## src/rtl/uart_rx_periph.sv

```systemverilog
// APB-slave UART receiver: 16x oversampled 8N1 deserialiser feeding an RX FIFO.
// Define UART_RX_PARITY_EN for 8E1 frames with a sticky parity-error flag.
module uart_rx_periph #(
  parameter int unsigned CLK_HZ     = 100_000_000,
  parameter int unsigned BAUD       = 9600,
  parameter int unsigned FIFO_DEPTH = 4
) (
  input  logic        PCLK,
  input  logic        PRESET,
  input  logic [3:0]  PADDR,
  input  logic [31:0] PWDATA,
  input  logic        PWRITE,
  input  logic        PENABLE,
  input  logic        PSEL,
  output logic [31:0] PRDATA,
  output logic        PREADY,
  input  logic        rx,
  output logic        rx_irq
);

  localparam int unsigned DIV   = CLK_HZ / (BAUD * 16);
  localparam int unsigned DIV_W = (DIV > 1) ? $clog2(DIV) : 1;
  localparam int unsigned PTR_W = $clog2(FIFO_DEPTH);

`ifdef UART_RX_PARITY_EN
  typedef enum logic [2:0] {S_IDLE, S_START, S_DATA, S_PARITY, S_STOP, S_WAIT_HIGH} state_e;
`else
  typedef enum logic [2:0] {S_IDLE, S_START, S_DATA, S_STOP, S_WAIT_HIGH} state_e;
`endif

  logic             rx_s1_q, rx_s2_q, rxs;
  logic [DIV_W-1:0] div_q;
  logic             tick;
  state_e           state_q, state_d;
  logic [3:0]       tcnt_q, tcnt_d;
  logic [2:0]       bcnt_q, bcnt_d;
  logic [7:0]       shift_q, shift_d;
  logic             push_q, push_d;
  logic             ferr_set, perr_set;
  logic [7:0]       mem_q [FIFO_DEPTH];
  logic [PTR_W-1:0] wptr_q, rptr_q;
  logic             empty_q, full_q, ovr_q, ferr_q, perr_q;
  logic             apb_acc, apb_wr, pop, push_ok, ovr_set, clr_wr;
  logic [1:0]       sel;
  logic [4:0]       status;
  logic             unused_ok;

  // Two-flop synchroniser, idles high so reset looks like a quiet line
  always_ff @(posedge PCLK or posedge PRESET) begin
    if (PRESET) begin
      rx_s1_q <= 1'b1;
      rx_s2_q <= 1'b1;
    end else begin
      rx_s1_q <= rx;
      rx_s2_q <= rx_s1_q;
    end
  end
  assign rxs = rx_s2_q;

  assign tick = (div_q == DIV_W'(DIV - 1));
  always_ff @(posedge PCLK or posedge PRESET) begin
    if (PRESET) div_q <= '0;
    else        div_q <= tick ? '0 : div_q + DIV_W'(1);
  end

  always_ff @(posedge PCLK or posedge PRESET) begin
    if (PRESET) begin
      state_q <= S_IDLE;
      tcnt_q  <= '0;
      bcnt_q  <= '0;
      shift_q <= '0;
      push_q  <= 1'b0;
    end else begin
      state_q <= state_d;
      tcnt_q  <= tcnt_d;
      bcnt_q  <= bcnt_d;
      shift_q <= shift_d;
      push_q  <= push_d;
    end
  end

  // Frame FSM: start validated at tick 7, every later bit sampled at tick 15
  always_comb begin
    state_d  = state_q;
    tcnt_d   = tcnt_q;
    bcnt_d   = bcnt_q;
    shift_d  = shift_q;
    push_d   = 1'b0;
    ferr_set = 1'b0;
    perr_set = 1'b0;
    unique case (state_q)
      S_IDLE: begin
        tcnt_d = '0;
        if (!rxs) state_d = S_START;
      end
      S_START: if (tick) begin
        if (tcnt_q == 4'd7) begin
          tcnt_d = '0;
          bcnt_d = '0;
          state_d = rxs ? S_IDLE : S_DATA;
        end else begin
          tcnt_d = tcnt_q + 4'd1;
        end
      end
      S_DATA: if (tick) begin
        tcnt_d = tcnt_q + 4'd1;
        if (tcnt_q == 4'd15) begin
          shift_d[bcnt_q] = rxs;
          bcnt_d = bcnt_q + 3'd1;
`ifdef UART_RX_PARITY_EN
          if (bcnt_q == 3'd7) state_d = S_PARITY;
`else
          if (bcnt_q == 3'd7) state_d = S_STOP;
`endif
        end
      end
`ifdef UART_RX_PARITY_EN
      S_PARITY: if (tick) begin
        tcnt_d = tcnt_q + 4'd1;
        if (tcnt_q == 4'd15) begin
          perr_set = (^shift_q) ^ rxs;
          state_d  = S_STOP;
        end
      end
`endif
      S_STOP: if (tick) begin
        tcnt_d = tcnt_q + 4'd1;
        if (tcnt_q == 4'd15) begin
          push_d   = rxs;
          ferr_set = !rxs;
          state_d  = rxs ? S_IDLE : S_WAIT_HIGH;
        end
      end
      S_WAIT_HIGH: if (rxs) state_d = S_IDLE;
      default: state_d = S_IDLE;
    endcase
  end

  assign apb_acc = PSEL & PENABLE;
  assign apb_wr  = apb_acc & PWRITE;
  assign sel     = PADDR[3:2];
  assign pop     = apb_acc & !PWRITE & (sel == 2'd1) & !empty_q;
  assign push_ok = push_q & (!full_q | pop);
  assign ovr_set = push_q & full_q & !pop;
  assign clr_wr  = apb_wr & (sel == 2'd2);

  always_ff @(posedge PCLK) begin
    if (push_ok) mem_q[wptr_q] <= shift_q;
  end

  // Full/empty are explicit flags; equal pointers alone are ambiguous
  always_ff @(posedge PCLK or posedge PRESET) begin
    if (PRESET) begin
      wptr_q  <= '0;
      rptr_q  <= '0;
      empty_q <= 1'b1;
      full_q  <= 1'b0;
    end else begin
      if (push_ok) wptr_q <= wptr_q + PTR_W'(1);
      if (pop)     rptr_q <= rptr_q + PTR_W'(1);
      if (push_ok && !pop) begin
        empty_q <= 1'b0;
        full_q  <= ((wptr_q + PTR_W'(1)) == rptr_q);
      end else if (pop && !push_ok) begin
        full_q  <= 1'b0;
        empty_q <= ((rptr_q + PTR_W'(1)) == wptr_q);
      end
    end
  end

  // Sticky error flags; a set in the same cycle as a clear wins
  always_ff @(posedge PCLK or posedge PRESET) begin
    if (PRESET) begin
      ovr_q  <= 1'b0;
      ferr_q <= 1'b0;
    end else begin
      ovr_q  <= ovr_set  | (ovr_q  & !(clr_wr & PWDATA[2]));
      ferr_q <= ferr_set | (ferr_q & !(clr_wr & PWDATA[3]));
    end
  end

`ifdef UART_RX_PARITY_EN
  always_ff @(posedge PCLK or posedge PRESET) begin
    if (PRESET) perr_q <= 1'b0;
    else        perr_q <= perr_set | (perr_q & !(clr_wr & PWDATA[4]));
  end
`else
  assign perr_q = 1'b0;
`endif

  assign status = {perr_q, ferr_q, ovr_q, full_q, empty_q};
  assign PREADY = apb_acc;
  assign rx_irq = !empty_q;

  always_comb begin
    PRDATA = '0;
    if (apb_acc) begin
      unique case (sel)
        2'd0:    PRDATA = 32'(status);
        2'd1:    if (!empty_q) PRDATA = 32'(mem_q[rptr_q]);
        default: PRDATA = '0;
      endcase
    end
  end

  assign unused_ok = ^{PWDATA, PADDR[1:0], perr_set};

endmodule

```

## config.mk

```make
export PLATFORM = sky130hd
export DESIGN_NAME = uart_rx_periph
export DESIGN_NICKNAME = d
export VERILOG_FILES = /design/src/rtl/uart_rx_periph.sv
export SDC_FILE = /design/constraint.sdc
export NUM_CORES = 1
export LEC_CHECK = 0
export CORE_AREA = 10 10 86 88
export DETAILED_ROUTE_END_ITERATION = 8
export DIE_AREA = 0 0 96 98
export DONT_BUFFER_PORTS = 1
export PLACE_DENSITY = 0.89
export SYNTH_ARGS = -nofsm -noshare
export SYNTH_HDL_FRONTEND = slang
export SYNTH_SLANG_ARGS = --single-unit
export TNS_END_PERCENT = 50
```

## constraint.sdc

```tcl
create_clock -name PCLK -period 2.7 [get_ports PCLK]
set_clock_uncertainty 0.15 [all_clocks]
set_input_delay 0.54 -clock PCLK [delete_from_list [all_inputs] [get_ports PCLK]]
set_output_delay 0.54 -clock PCLK [all_outputs]
set_load 0.01 [all_outputs]
```

-- Word level (Yosys, flattened, before mapping)
Memories as Yosys holds them, arrays and structs flattened.
Index checks and enable logic that the tools add are counted.
- add/sub/neg operators: 5
- order comparisons: 2
- muxes and demuxes: 40
- eq/ne operators: 22
- bitwise logic cells: 16
- reductions and logical operators: 21
- operator list (operator ; number):
    $mux 3 ; 14
    $ne 2x2->1 const B ; 9
    $mux 8 ; 2
    $pmux 8 s2 ; 1
    $pmux 3 s5 ; 1
    $and 1x1->1 ; 13
    $mux 1 ; 13
    $mux 4 ; 3
    $pmux 4 s3 ; 1
    $add 10x1->10 const B ; 1
    $eq 10x10->1 const B ; 1
    $mux 10 ; 1
    $reduce_and 9->1 ; 1
    $bwmux 8 ; 1
    $logic_not 1->1 ; 8
    $eq 3x2->1 const B ; 2
    $eq 3x3->1 const B ; 2
    $pmux 3 s2 ; 1
    $reduce_and 3->1 ; 2
    $reduce_and 5->1 ; 1
    $add 2x1->2 const B ; 2
    $add 4x1->4 const B ; 1
    $eq 2x2->1 ; 2
    $eq 4x3->1 const B ; 1
    other kinds (17) ; 22
- flip-flop bits (word level): 39
- word-level logic and storage cells: 121
- memories: 1
- output and inout port bits: 34
- bits in writable memories: 32
- memory list (name ; words ; width ; rd ports ; clocked after memory_dff ; wr ports ; RTL line ; text):
    mem_q ; 4 ; 8 ; 1 ; 0 ; 1 ; 40 ; logic [7:0] mem_q [FIFO_DEPTH];

-- Depth between registers and ports, before layout
Gate-level depths: netlist of run 1.
- depth after elaboration: 10
- mapped depth: 8

-- Worst setup path after synthesis of run 1
OpenSTA, ideal clock, no wires.
- kind: input-to-reg
- start: input port PSEL
- end: memory mem_q[1][0], enable pin
- path buffers: 1
- setup time: 0.332 ns
- data arrival time: 1.704 ns
- cell stages on the path: 5
- path slack: 0.515 ns
- cell sequence: and2_1 -> clkbuf_1 -> nand3_1 -> a21boi_2 -> and2_1
- longest elaborated chain between the ends: 8
- ends and longest elaborated chain (element ; RTL line ; text):
    from (decl) ; 14 ; input logic PSEL,
    $and 1x1->1 ; 139 ; assign apb_acc = PSEL & PENABLE;
    net PREADY ; 16 ; output logic PREADY,
    $and 1x1->1 (3 in series) ; 142 ; assign pop = apb_acc & !PWRITE & (sel == 2'd1) & !empty_q;
    $or 1x1->1 ; 143 ; assign push_ok = push_q & (!full_q | pop);
    $and 1x1->1 ; 143 ;
    $mux 1 ; 148 ; if (push_ok) mem_q[wptr_q] <= shift_q;
    $mux 1 (implied by the code) ; 148 ;
    to (decl) ; 40 ;
The timed path passes the listed nets, and every way through them passes these cells.

-- Worst setup path in the final report of run 1
- start: register rptr_q[0]
- end: output port PRDATA[1]
- longest elaborated chain between the ends: 4
- ends and longest elaborated chain (element ; RTL line ; text):
    from (decl) ; 41 ; logic [PTR_W-1:0] wptr_q, rptr_q;
    from (signal assigned) ; 160 ; if (pop) rptr_q <= rptr_q + PTR_W'(1);
    $mem_v2 4x8 ; n/a ;
    $mux 8 ; 200 ; 2'd1: if (!empty_q) PRDATA = 32'(mem_q[rptr_q]);
    $pmux 8 s2 ; 198 ; unique case (sel)
    $mux 8 ; 197 ; if (apb_acc) begin
    to (decl) ; 15 ; output logic [31:0] PRDATA,
Every way passes these cells.

==> results.md, run 1 <==
* Status: finished, final reports clean
* CP Max Fanout at 12
* Post-synth top area share at 27.3%
* Tcrit/Tclk final at 92.3%
* PwrDens at 623 nW/µm²
* CTS clock-pin slew for the worst setup and hold paths at 70 ps
* TritonRoute pass-1 iters at 4
* Levels on crit path at 3
* Mapped cell area at 3520 µm²
* Remaining DRCs at 0
* Layout cells sized above 1 at 17.8%
* Final min period at 2490 ps
* Slowest-stage cell, CP: dfrtp_2
* Req. time, crit path at 2010 ps
* Max_slew headroom at 55.7%
* Crit path from: rptr_q[0]$_DFFE_PP0P_
* Die area at 9410 µm²
* Final setup violation count at 0
* WP buf/inv at 0
* Port bufs at 0
* Maximum clock rate at 401 MHz
* VDD IR max at 0.410 mV
* Drt initial violations at 116
* Core Area at 5750 µm²
* Largest net degree at the start of global routing at 40
* Grt ovf at 0
* Final Hold Fails at 0
* Worst r2r src: tcnt_q[0]$_DFFE_PP0P_
* FF-to-FF End: shift_q[5]$_DFFE_PP0P_
* Final nets at 345
* Leak pwr at 1.59 nW
* Drt total wl at 6640 µm
* Ys async rst share at 54.9%
* Register area share after synthesis at 55.2%
* Root Buffer: clkbuf_8
* Core Util, Final at 65.1%
* Worst-case reg-to-reg path depth at 5
* CTS H-tree lvls at 3
* GR Util All Layers at 14.8%
* Worst path cell trace: mux4_2 > a21oi_1 > nor2_1
* Worst path max stage delay at 600 ps
* Critical Path Start Type: register
* DR vias at 2182
* Unrepaired setup endpoints after global routing: no
* Ports at 76
* Kind of critical path: register to output pin
* Post-DP HPWL at 4720 µm
* CTS Buf Count at 9
* Clk Latency, worst-skew pair at 340 ps
* Final setup margin at 207 ps
* R2R Setup Slk at 400 ps
* Primary FF master, synth: dfrtp_1
* CTS tree: built
* Post-CTS Setup Bufs at 0
* Post-synthesis sequential element count at 71
* Syn Inst Count at 287
* Vias in the first global route at 2241
* Area growth syn-to-layout at 6.37%
* Routability cong. at 0.857
* Post-synth top cells: 36 x dfrtp_1, 32 x edfxtp_1, 24 x buf_4
* Syn Area/Cell at 12.3 µm²
* MaxCap Viol Count at 0
* Arrival time worst endpoint at 1800 ps
* Slew Viols, Final at 0
* CTS max path bufs at 2
* Die width at 96 µm
* Via-to-Cell Ratio at 5.85
* Synth unique cells at 52
* Count leader, synth: dfrtp_1
* Ranking of synthesized cells by area: edfxtp_1 27%, dfrtp_1 26%, buf_4 5.1%
* Syn. warnings at 0
* TNS Setup at 0 ps
* ANT cells at 0
* First-pass GRT wire length at 10900 µm
* Initial antenna violation count at 0
* Clock sinks at 71
* Initial Util at 61.2%
* Antenna Violating Nets Remaining at 0
* Number of synthesized flops with an enable pin at 32
* CP Capture Point: PRDATA[1]
* Row count at 28
* Worst slew pin tran at 658 ps
* Crit-path leading delay family: flip-flops
* Post-placement setup slack at 345 ps
* Synth area leader: edfxtp_1
* Setup crit end kind: output pin
* Wirelength per Cell at 17.8 µm
* Die height at 98 µm
* Min-Delay Path Class: input pin to register
## placed cells by master (no fill, tap or decap), types with 9 or more instances in the layout
cell / Yosys / layout
dfrtp_1: 36 / 35
edfxtp_1: 32 / 32
conb_1: 1 / 24
nor2_1: 20 / 20
inv_1: 11 / 11
nor2b_1: 11 / 11
nand2_1: 11 / 11
mux2_2: 10 / 10
ha_1: 10 / 10
a21oi_1: 9 / 9
clkbuf_8: 0 / 9
## repair_timing
item,CTS,global route
resized for setup,1,0
hold buffers,0,0
endpoints found under the setup margin,3,0
## state kept, by name, summed over array words and instances (netlist names)
signal,cells
full_q,1
empty_q,1
state_q,3
shift_q,8
rx_s2_q,1
wptr_q,2
div_q,10
rx_s1_q,1
mem_q,32
bcnt_q,3
push_q,1
rptr_q,2
ferr_q,1
tcnt_q,4
ovr_q,1
## cell type report
cell class,count,area [µm²]
Clock inverter,6,86.3
Timing Repair Buffer,7,52.6
Sequential cell,71,1940
Tap cell,75,93.8
Inverter,11,41.3
Multi-Input combinational cell,193,1400
Clock buffer,10,128
Fill cell,442,2000
## logic make-up (layout without fill, tap and decap cells)
family | after synthesis | after routing | synth area share (%)
compound gates | 28 | 28 | 5.48
xor+xnor | 15 | 15 | 3.73
fa+ha+maj | 10 | 10 | 3.56
buf+inv | 46 | 34 | 7.54
flops | 71 | 71 | 55.2
mux | 20 | 20 | 8.93
other cells | 1 | 24 | 0.107
simple gates | 96 | 96 | 15.5
## report_power, final
part	switching (mW)	leakage, nW	total (mW)	internal, mW
Sequential	0.0926	0.876	1.25	1.15
Clock	0.398	0.106	0.916	0.519
Combinational	0.0803	0.608	0.168	0.0878
Total	0.571	1.59	2.33	1.76
## routing by layer
| layer | vias up | share of wire (%) | global-route usage [%] |
|---|---|---|---|
| met3 | 13 | 7.6 | 2.83 |
| met4 | 0 | 2.5 | 8.63 |
| met5 | - | 0 | 0 |
| met1 | 1094 | 39 | 17.0 |
| met2 | 68 | 51 | 24.6 |
| li1 | 1007 | - | - |
## stage by stage
stage          power (mW)  hold WS [ps]  cell area, µm²  cells
6_report             2.33          39.7            3740    373
5_1_grt              2.43          19.3            3740    373
4_1_cts              2.35          23.3            3740    373
3_5_place_dp         1.44           201            3530    357
3_3_place_gp         1.43           196            3530    357
2_1_floorplan        1.42           195            3600    310
## worst reg2reg max path: cells and delay by family (launching register included)
family,cells,cell delay [ps]
flops,1,390
simple gates,3,1050
fa+ha+maj,1,280
mux,1,320
## worst min-delay path by stage
stage | start | end | depth (start not counted)
2_1_floorplan | rx_s1_q$_DFF_PP1_ | rx_s2_q$_DFF_PP1_ | 0
3_3_place_gp | rx_s1_q$_DFF_PP1_ | rx_s2_q$_DFF_PP1_ | 0
3_5_place_dp | rx_s1_q$_DFF_PP1_ | rx_s2_q$_DFF_PP1_ | 0
4_1_cts | rx | rx_s1_q$_DFF_PP1_ | 0
5_1_grt | rx | rx_s1_q$_DFF_PP1_ | 0
6_report | rx | rx_s1_q$_DFF_PP1_ | 0
No activity file was read; power rests on OpenSTA's default activity.
==> run 2: changes to the inputs <==
--- a/config.mk
+++ b/config.mk
@@ -9,7 +9,7 @@
 export DETAILED_ROUTE_END_ITERATION = 8
 export DIE_AREA = 0 0 96 98
 export DONT_BUFFER_PORTS = 1
-export PLACE_DENSITY = 0.89
+export PLACE_DENSITY = 0.77
 export SYNTH_ARGS = -nofsm -noshare
 export SYNTH_HDL_FRONTEND = slang
 export SYNTH_SLANG_ARGS = --single-unit
==> run 2 against run 1 <==
Utilization shrank 0.28 points; fmax up 0.27%; clock power is 9.6% lower; via count down 3.4%; critical endpoint is now PRDATA[0]; critical path depth stayed put.
==> results.md, run 2 (synthesized netlist as in run 1, its figures left out) <==
* Post-DP HPWL at 4450 µm (-5.8%)
* Drt total wl at 6220 µm (-6.4%)
* Setup crit end kind: output pin
* TNS Setup at 0 ps (unchanged)
* Top Registers: mem_q x32, div_q x10, shift_q x8
* Ports at 76 (unchanged)
* FF/Latch Area at 1940 µm² (unchanged)
* Arrival time worst endpoint at 1800 ps (about the same)
* Most frequent cells in the layout: 35 x dfrtp_1, 32 x edfxtp_1, 24 x conb_1
* Antenna Violating Nets Remaining at 0 (unchanged)
* Remaining DRCs at 0 (unchanged)
* Max reg flops at 32 (unchanged)
* Largest net degree at the start of global routing at 40 (unchanged)
* ANT cells at 0 (unchanged)
* Core Util, Final at 64.9% (-0.28 points)
* Via-to-Cell Ratio at 5.65 (-3.4%)
* Leak pwr at 1.57 nW (-1.2%)
* R2R Setup Slk at 420 ps (+20 ps)
* Grt ovf at 0 (unchanged)
* Fillcell total at 472 (+6.8%)
* CP Max Fanout at 12 (unchanged)
* GR Util All Layers at 13.8% (-0.96 points)
* Multi-input logic area at 1400 µm² (unchanged)
* Resized cells post-CTS at 1 (unchanged)
* Routability cong. at 0.824 (-3.8%)
* DR vias at 2108 (-3.4%)
* Worst-case reg-to-reg path depth at 5 (unchanged)
* Worst r2r src: tcnt_q[0]$_DFFE_PP0P_
* Die height at 98 µm (unchanged)
* PwrDens at 600 nW/µm² (-3.7%)
* Kind of critical path: register to output pin
* TritonRoute pass-1 iters at 4 (unchanged)
* Hold WS at 43.5 ps (+3.74 ps)
* CTS max path bufs at 2 (unchanged)
* Initial antenna violation count at 0 (unchanged)
* Max_slew headroom at 62.4% (+6.6 points)
* Hold_sp: rx
* CTS H-tree lvls at 3 (unchanged)
* Total Power at 2.24 mW (-4.1%)
* Leading cell type in the layout, fill and taps excluded: dfrtp_1
* Clock sinks at 71 (unchanged)
* Die area at 9410 µm² (unchanged)
* Hold buffer count at CTS at 0 (unchanged)
* Drt initial violations at 78 (-33%)
* FF-to-FF End: shift_q[5]$_DFFE_PP0P_
* Port bufs at 0 (unchanged)
* Area growth syn-to-layout at 5.90%
* Unrepaired setup endpoints after global routing: no
* Core Area at 5750 µm² (unchanged)
* Initial Util at 61.2% (unchanged)
* Req. time, crit path at 2010 ps (about the same)
* Final nets at 345 (unchanged)
* MaxCap Viol Count at 0 (unchanged)
* Status: finished, final reports clean
* Root Buffer: clkbuf_8
* Maximum clock rate at 402 MHz (+0.27%)
* Vias in the first global route at 2090 (-6.7%)
* Hold Path Depth at 0 (unchanged)
* Tcrit/Tclk final at 92.1% (-0.25 points)
* VDD IR max at 0.353 mV (-14%)
* Min-Delay Path Class: input pin to register
* Clk Latency, worst-skew pair at 340 ps (about the same)
* Final Hold Fails at 0 (unchanged)
* CTS clock-pin slew for the worst setup and hold paths at 70 ps (about the same)
* Post-CTS Setup Bufs at 0 (unchanged)
* CTS Buf Count at 9 (unchanged)
* Row count at 28 (unchanged)
* Largest Register: mem_q
* Critical Path Start Type: register
* CTS tree: built
* Worst Hold Endpoint: rx_s1_q$_DFF_PP1_
* Layout cells sized above 1 at 18.1% (+0.34 points)
* Slew Viols, Final at 0 (unchanged)
* Die width at 96 µm (unchanged)
* Wirelength per Cell at 16.7 µm (-6.4%)
* Final setup violation count at 0 (unchanged)
* First-pass GRT wire length at 10200 µm (-6.2%)
* Crit path from: rptr_q[0]$_DFFE_PP0P_
* Worst slew pin tran at 559 ps (-98.8 ps)
* Final min period at 2490 ps (-6.66 ps)
==> run 2: cell types whose count changed in the layout (fill, tap and decap cells not counted) <==
cell        change
bufinv_16       -1
clkbuf_1        -1
clkinvlp_4      +3
clkinv_2        -1
==> run 2: worst max path at each step <==
stage | end | cells after the start | slack (ps)
3_3_place_gp | PRDATA[2] | 3 | 370
5_1_grt | PRDATA[0] | 3 | 60
4_1_cts | PRDATA[0] | 3 | 180
6_report | PRDATA[0] | 3 | 210
2_1_floorplan | mem_q[1][0]$_DFFE_PP_ | 5 | 510
3_5_place_dp | PRDATA[0] | 3 | 350
==> run 2: layer usage <==
layer	GRT usage [%]	share of wire, %
met5	0	0
met4	6.13	1.5
met1	16.5	41
met2	22.4	50
met3	3.98	7.3
==> run 2: final cells by class <==
class                      instances  share of cell area (%)
multi-input combinational        193                    37.5
clock inverter                     7                    1.98
timing repair buffer               7                    1.41
tap                               75                    2.52
inverter                          11                    1.11
clock buffer                       9                    3.32
sequential                        71                    52.1
==> run 2: through the flow <==
stage / area [µm²] / worst slack (ps) / std cells
finish: 3730 / 214 / 373
global route: 3730 / 62.3 / 373
CTS: 3730 / 183 / 373
detailed placement: 3530 / 347 / 357
global placement: 3530 / 369 / 357
floorplan: 3600 / 515 / 310
==> run 2: critical path, stage by stage (launching register included) <==
cell	delay (ps)
dfrtp_2	600
mux4_2	580
a21oi_1	180
nor2_1	100
==> run 2: power breakdown <==
| group | switching (mW) | internal (mW) |
|---|---|---|
| Combinational | 0.0777 | 0.0867 |
| Clock | 0.402 | 0.425 |
| Sequential | 0.0895 | 1.16 |
| Total | 0.570 | 1.67 |
